**src/rtl/uart_tx_sched_pkg.sv**
```systemverilog
// Shared types and defaults for the round-robin UART transmit scheduler.
package uart_tx_sched_pkg;

    localparam int DBIT_DEFAULT = 8;

    typedef enum logic [1:0] {
        IDLE,
        START,
        WAIT,
        ACK
    } sched_state_t;

endpackage

```
**src/rtl/uart_tx_sched_if.sv**
```systemverilog
// Client/UART-facing signal bundle of the transmit scheduler.
interface uart_tx_sched_if
    import uart_tx_sched_pkg::*;
#(
    parameter int N_REQ = 4,
    parameter int DBIT  = DBIT_DEFAULT
);

    logic [N_REQ-1:0]      req;
    logic [N_REQ*DBIT-1:0] req_data;
    logic [N_REQ-1:0]      gnt;
    logic [N_REQ-1:0]      ack;
    logic                  err;
    logic                  busy;
    logic [DBIT-1:0]       uart_din;
    logic                  uart_tx_start;
    logic                  uart_tx_done;

    // master: requesters plus the uart; slave: the scheduler itself
    modport master (
        output req, req_data, uart_tx_done,
        input  gnt, ack, err, busy, uart_din, uart_tx_start
    );

    modport slave (
        input  req, req_data, uart_tx_done,
        output gnt, ack, err, busy, uart_din, uart_tx_start
    );

endinterface

```
**src/rtl/uart_tx_sched_rr_arbiter.sv**
```systemverilog
// Combinational round-robin pick: first set request at or after ptr, wrapping.
module rr_arbiter #(
    parameter int N_REQ = 4,
    parameter int PTR_W = (N_REQ > 1) ? $clog2(N_REQ) : 1
) (
    input  logic [N_REQ-1:0] req,
    input  logic [PTR_W-1:0] ptr,
    output logic [N_REQ-1:0] win
);

    always_comb begin
        int  idx;
        logic found;
        win   = '0;
        found = 1'b0;
        idx   = 0;
        for (int i = 0; i < N_REQ; i++) begin
            idx = int'(ptr) + i;
            if (idx >= N_REQ) idx = idx - N_REQ;
            if (!found && req[idx]) begin
                win[idx] = 1'b1;
                found    = 1'b1;
            end
        end
    end

endmodule

```
**src/rtl/uart_tx_sched.sv**
```systemverilog
// Shares one UART transmitter among N_REQ byte requesters with round-robin
// arbitration and a watchdog that aborts frames whose done tick never arrives.
module uart_tx_sched
    import uart_tx_sched_pkg::*;
#(
    parameter int N_REQ       = 4,
    parameter int DBIT        = DBIT_DEFAULT,
    parameter int TIMEOUT_CYC = 524288
) (
    input logic            clk,
    input logic            rst,
    uart_tx_sched_if.slave bus
);

    localparam int PTR_W = (N_REQ > 1) ? $clog2(N_REQ) : 1;
    localparam int WD_W  = $clog2(TIMEOUT_CYC) + 1;
    localparam logic [WD_W-1:0] WD_MAX = WD_W'(TIMEOUT_CYC - 1);

    sched_state_t     state;
    logic [PTR_W-1:0] ptr;
    logic [PTR_W-1:0] gnt_idx;
    logic [PTR_W-1:0] next_ptr;
    logic [N_REQ-1:0] win;
    logic [DBIT-1:0]  win_data;
    logic [WD_W-1:0]  wd;
    logic [WD_W-1:0]  wd_inc;

    logic [N_REQ-1:0] gnt_q;
    logic [N_REQ-1:0] ack_q;
    logic             err_q;
    logic             busy_q;
    logic [DBIT-1:0]  din_q;
    logic             start_q;

    rr_arbiter #(
        .N_REQ (N_REQ),
        .PTR_W (PTR_W)
    ) u_arb (
        .req (bus.req),
        .ptr (ptr),
        .win (win)
    );

    always_comb begin
        win_data = '0;
        gnt_idx  = '0;
        for (int i = 0; i < N_REQ; i++) begin
            if (win[i])   win_data = win_data | bus.req_data[i*DBIT +: DBIT];
            if (gnt_q[i]) gnt_idx  = PTR_W'(i);
        end
    end

    assign next_ptr = (gnt_idx == PTR_W'(N_REQ - 1)) ? '0 : gnt_idx + PTR_W'(1);
    assign wd_inc   = wd + WD_W'(1);

    // Abort fires when the incremented count reaches TIMEOUT_CYC-1, so the
    // ack lands exactly TIMEOUT_CYC cycles after the START cycle.
    always_ff @(posedge clk or posedge rst) begin
        if (rst) begin
            state   <= IDLE;
            gnt_q   <= '0;
            ack_q   <= '0;
            err_q   <= 1'b0;
            busy_q  <= 1'b0;
            din_q   <= '0;
            start_q <= 1'b0;
            ptr     <= '0;
            wd      <= '0;
        end else begin
            case (state)
                IDLE: begin
                    if (|bus.req) begin
                        gnt_q   <= win;
                        din_q   <= win_data;
                        start_q <= 1'b1;
                        busy_q  <= 1'b1;
                        state   <= START;
                    end
                end
                START: begin
                    start_q <= 1'b0;
                    wd      <= '0;
                    state   <= WAIT;
                end
                WAIT: begin
                    if (bus.uart_tx_done) begin
                        ack_q <= gnt_q;
                        err_q <= 1'b0;
                        state <= ACK;
                    end else if (wd_inc == WD_MAX) begin
                        wd    <= wd_inc;
                        ack_q <= gnt_q;
                        err_q <= 1'b1;
                        state <= ACK;
                    end else begin
                        wd <= wd_inc;
                    end
                end
                ACK: begin
                    ack_q  <= '0;
                    err_q  <= 1'b0;
                    gnt_q  <= '0;
                    busy_q <= 1'b0;
                    ptr    <= next_ptr;
                    state  <= IDLE;
                end
                default: state <= IDLE;
            endcase
        end
    end

    assign bus.gnt           = gnt_q;
    assign bus.ack           = ack_q;
    assign bus.err           = err_q;
    assign bus.busy          = busy_q;
    assign bus.uart_din      = din_q;
    assign bus.uart_tx_start = start_q;

endmodule
```
**src/flat_wrapper.sv**
```systemverilog
// flat-port wrapper written by rule: the top's interface ports become plain ports
module uart_tx_sched_flat import uart_tx_sched_pkg::*;
#(
    parameter int N_REQ       = 4,
    parameter int DBIT        = DBIT_DEFAULT,
    parameter int TIMEOUT_CYC = 524288
)
  (clk, rst, bus_req, bus_req_data, bus_uart_tx_done, bus_gnt, bus_ack, bus_err, bus_busy, bus_uart_din, bus_uart_tx_start);
  uart_tx_sched_if #(.N_REQ(N_REQ), .DBIT(DBIT)) bus_i ();
  input logic clk;
  input logic rst;
  input wire logic [$bits(bus_i.req)-1:0] bus_req;
  input wire logic [$bits(bus_i.req_data)-1:0] bus_req_data;
  input wire logic [$bits(bus_i.uart_tx_done)-1:0] bus_uart_tx_done;
  output wire logic [$bits(bus_i.gnt)-1:0] bus_gnt;
  output wire logic [$bits(bus_i.ack)-1:0] bus_ack;
  output wire logic [$bits(bus_i.err)-1:0] bus_err;
  output wire logic [$bits(bus_i.busy)-1:0] bus_busy;
  output wire logic [$bits(bus_i.uart_din)-1:0] bus_uart_din;
  output wire logic [$bits(bus_i.uart_tx_start)-1:0] bus_uart_tx_start;
  assign bus_i.req = bus_req;
  assign bus_i.req_data = bus_req_data;
  assign bus_i.uart_tx_done = bus_uart_tx_done;
  assign bus_gnt = bus_i.gnt;
  assign bus_ack = bus_i.ack;
  assign bus_err = bus_i.err;
  assign bus_busy = bus_i.busy;
  assign bus_uart_din = bus_i.uart_din;
  assign bus_uart_tx_start = bus_i.uart_tx_start;
  uart_tx_sched #(.N_REQ(N_REQ), .DBIT(DBIT), .TIMEOUT_CYC(TIMEOUT_CYC)) u_core (.clk(clk), .rst(rst), .bus(bus_i));
endmodule
```
**config.mk**
```make
export PLATFORM = sky130hd
export DESIGN_NAME = uart_tx_sched_flat
export DESIGN_NICKNAME = d
export VERILOG_FILES = /design/src/rtl/uart_tx_sched_pkg.sv /design/src/rtl/uart_tx_sched_if.sv /design/src/rtl/uart_tx_sched_rr_arbiter.sv /design/src/rtl/uart_tx_sched.sv /design/src/flat_wrapper.sv
export SDC_FILE = /design/constraint.sdc
export NUM_CORES = 1
export LEC_CHECK = 0
export CORE_MARGIN = 2
export CORE_UTILIZATION = 55
export DETAILED_ROUTE_END_ITERATION = 16
export DONT_BUFFER_PORTS = 1
export PLACE_DENSITY = 0.7
export SYNTH_ARGS = -nofsm -noshare
export SYNTH_HDL_FRONTEND = slang
export SYNTH_SLANG_ARGS = --single-unit
```
**constraint.sdc**
```tcl
create_clock -name clk -period 7.1 [get_ports clk]
set_clock_uncertainty 0.1 [all_clocks]
set_input_delay 0.71 -clock clk [delete_from_list [all_inputs] [get_ports clk]]
set_output_delay 0.71 -clock clk [all_outputs]
set_load 0.005 [all_outputs]
```
==> out/results.ini <==
[outcome]
outcome=finished, final reports clean

[cts]
cts.clk_slew.worst_paths_ns=0.09
htree_levels=2
cts_tree=built
numCtsBuffers=5
cts-root-buf=clkbuf_8
insertion_delay_ns=0.30
post_cts_resized=0
cts.sinks=43
cts_hold_buf=0
post-cts-setup-buffer-count=0
clock_path_buffers=2

[worst_setup_path]
reg2reg_from=u_core.ptr[0]
crit_type=reg2reg
crit_arrival_ns=3.13
critical_path.max_fanout=13
crit_start=u_core.ptr[0]
crit_required_ns=7.19
cp-end-kind=register
critPathLaunchType=register

[synthesis]
ys.flop_type=dfrtp_1
syn-instance-count=371
yosys.area.top_type=dfrtp_1
ys_ff_latch=43
syn_avg_cell_area_um2=8.74
post-synth-top-count-cell=dfrtp_1
seq_area_frac_synth_pct=33.2
ys_top_cells_by_area=dfrtp_1 33%, o21ai_0 5.6%, a22oi_1 4.6%, a221oi_1 4.3%, ha_1 4.2%
synth_area_um2=3240
synth_commonest_cells=43 x dfrtp_1, 36 x o21ai_0, 33 x nand2_1
yosys_warnings=0
synth_fp_nets=421
yosysTopAreaCellShare_pct=33.2
synth_edf_count=0
async_reset_ff_share_pct=100
synth_cell_types=66

[sta]
min_period_ns=3.04
fin_setup_tns_ns=0
slew_headroom_pct=28.1
tightest_slew_ns=1.07
setup_viol=0
rsz0062_at_grt=false
fmax_mhz=329
slew_violations=0
finalCritPeriodShare_pct=42.8
hold_viol_final=0
whs_ns=0.198

[placed_design]
dp_hpwl_mm=5.58
placedInstanceArea_um2=3260
gp_congestion=0.825
dp.cells=423
numPortBuffers=0

[pwr]
peakVddDrop_mv=0.247
swShare_pct=45.9
comb_power_share_pct=53.5
powerDensity_nw_per_um2=354
p_leak_nw=1.28
p_seq_share_pct=33.4
finalPower_mw=1.18
clockPowerShare_pct=13.1
p_int_mw=0.639
p_switching_mw=0.543

[detailed_routing]
drt-vias-per-instance=6.73
drtIter0Drc=140
vias=2901
wl_per_cell_um=18.7
antenna_left=0
drt-total-wl_mm=8.06
drc_errors=0
drtPass1Iterations=5

[cells_and_area]
num_antenna_cells=0
final_cells=431
multi_input_area_um2=2010
nFillCells=513
final_area_um2=3340
syn_to_final_growth_pct=3.09
nNetsFinal=408
drive_gt1_share_pct=10.6
regArea_um2=1080

[global_route]
antenna_found_initial=0
grt_max_degree=26
grt_overflow=0
grt_pass1_wl_mm=13.4
grt_use_total_pct=26.1
grt_pass1_vias=2741

[flow_run]
maxCapViolCount=0

[die]
row_count=27
start_util_pct=57.8
die-width_um=80.8
dieArea_um2=6520
die_y_um=80.8
io_pins=58
design.core.area_um2=5610

[hold_path]
hold_class=in2async

registers in the layout, summed over array words and instances (netlist names):
name / flops
u_core.wd: 20
u_core.bus.uart_din: 8
u_core.bus.uart_tx_start: 1
u_core.ptr: 2
u_core.bus.err: 1
u_core.bus.busy: 1
u_core.state: 2
u_core.bus.gnt: 4
u_core.bus.ack: 4
stage by stage:
stage | util (%) | setup slack [ns]
floorplan | - | 4.62
global placement | 58.1 | 4.15
detailed placement | 58.1 | 4.12
CTS | 59.6 | 4.07
global route | 59.6 | 3.73
finish | 59.6 | 4.06
cell type report:
| class | instances | share of cell area (%) |
|---|---|---|
| inverter | 14 | 1.57 |
| tap | 72 | 2.70 |
| timing repair buffer | 4 | 0.899 |
| multi-input combinational | 290 | 60.2 |
| clock buffer | 7 | 2.28 |
| sequential | 43 | 32.2 |
| clock inverter | 1 | 0.150 |
cells by family (layout without fill, tap and decap cells):
| family | count (synthesis) | count (layout) | synth area share (%) |
|---|---|---|---|
| buffers and inverters | 38 | 26 | 4.75 |
| xor gates and xnor gates | 6 | 6 | 1.62 |
| and+or+nand+nor | 118 | 118 | 19.9 |
| AOI/OAI and AO/OA | 142 | 142 | 31.5 |
| muxes | 13 | 13 | 4.82 |
| DFF | 43 | 43 | 33.2 |
| adders and majority gates | 11 | 11 | 4.25 |
layer usage:
layer	vias to the layer above	wire length, um	GRT usage [%]
met1	1399	3610	35.8
met5	-	0	0
met3	7	693	6.11
met2	103	3660	41.3
met4	0	97	8.14
li1	1392	-	-
critical path: stages, from the launching register on:
cell and delay (ns):
dfrtp_1 0.53, inv_1 0.16, ha_1 0.38, or3b_1 0.13
a211oi_1 0.07, o31ai_2 0.86, o22ai_2 0.33, a22oi_1 0.28
a21oi_1 0.09
power by group through the flow:
stage	Sequential, mW	Clock (mW)	Combinational (mW)
2_1_floorplan	0.371	0	0.515
3_3_place_gp	0.397	0	0.615
3_5_place_dp	0.400	0	0.629
4_1_cts	0.396	0.160	0.632
5_1_grt	0.406	0.170	0.713
6_report	0.395	0.155	0.632
worst paths after layout:
path	slack, ns	to	cells after the start
worst max-delay path	4.06	u_core.bus.uart_din[2]	8
worst min-delay path	0.20	u_core.bus.uart_din[1]	1
worst max register to register	4.06	u_core.bus.uart_din[2]	8
worst min register to register	0.43	u_core.wd[15]	1
max in group asynchronous	5.97	u_core.wd[1]	2
min in group clk	0.43	u_core.wd[15]	1
layout by cell type, fill, tap and decap left out, drive strengths merged, types with 3 or more instances in the layout:
cell type	n
dfrtp	43
o21ai	39
nand2	34
nor2	31
a22oi	20
a21oi	18
a221oi	16
inv	13
o221ai	11
ha	11
nand3	11
mux2i	10
a22o	9
o31ai	8
and3	7
clkbuf	7
nand4	6
a31oi	5
or2	4
buf	4
nor3	4
nor3b	3
xor2	3
xnor2	3
o22ai	3
nor4b	3
a21o	3
and4	3
No activity file was read; power rests on OpenSTA's default activity.
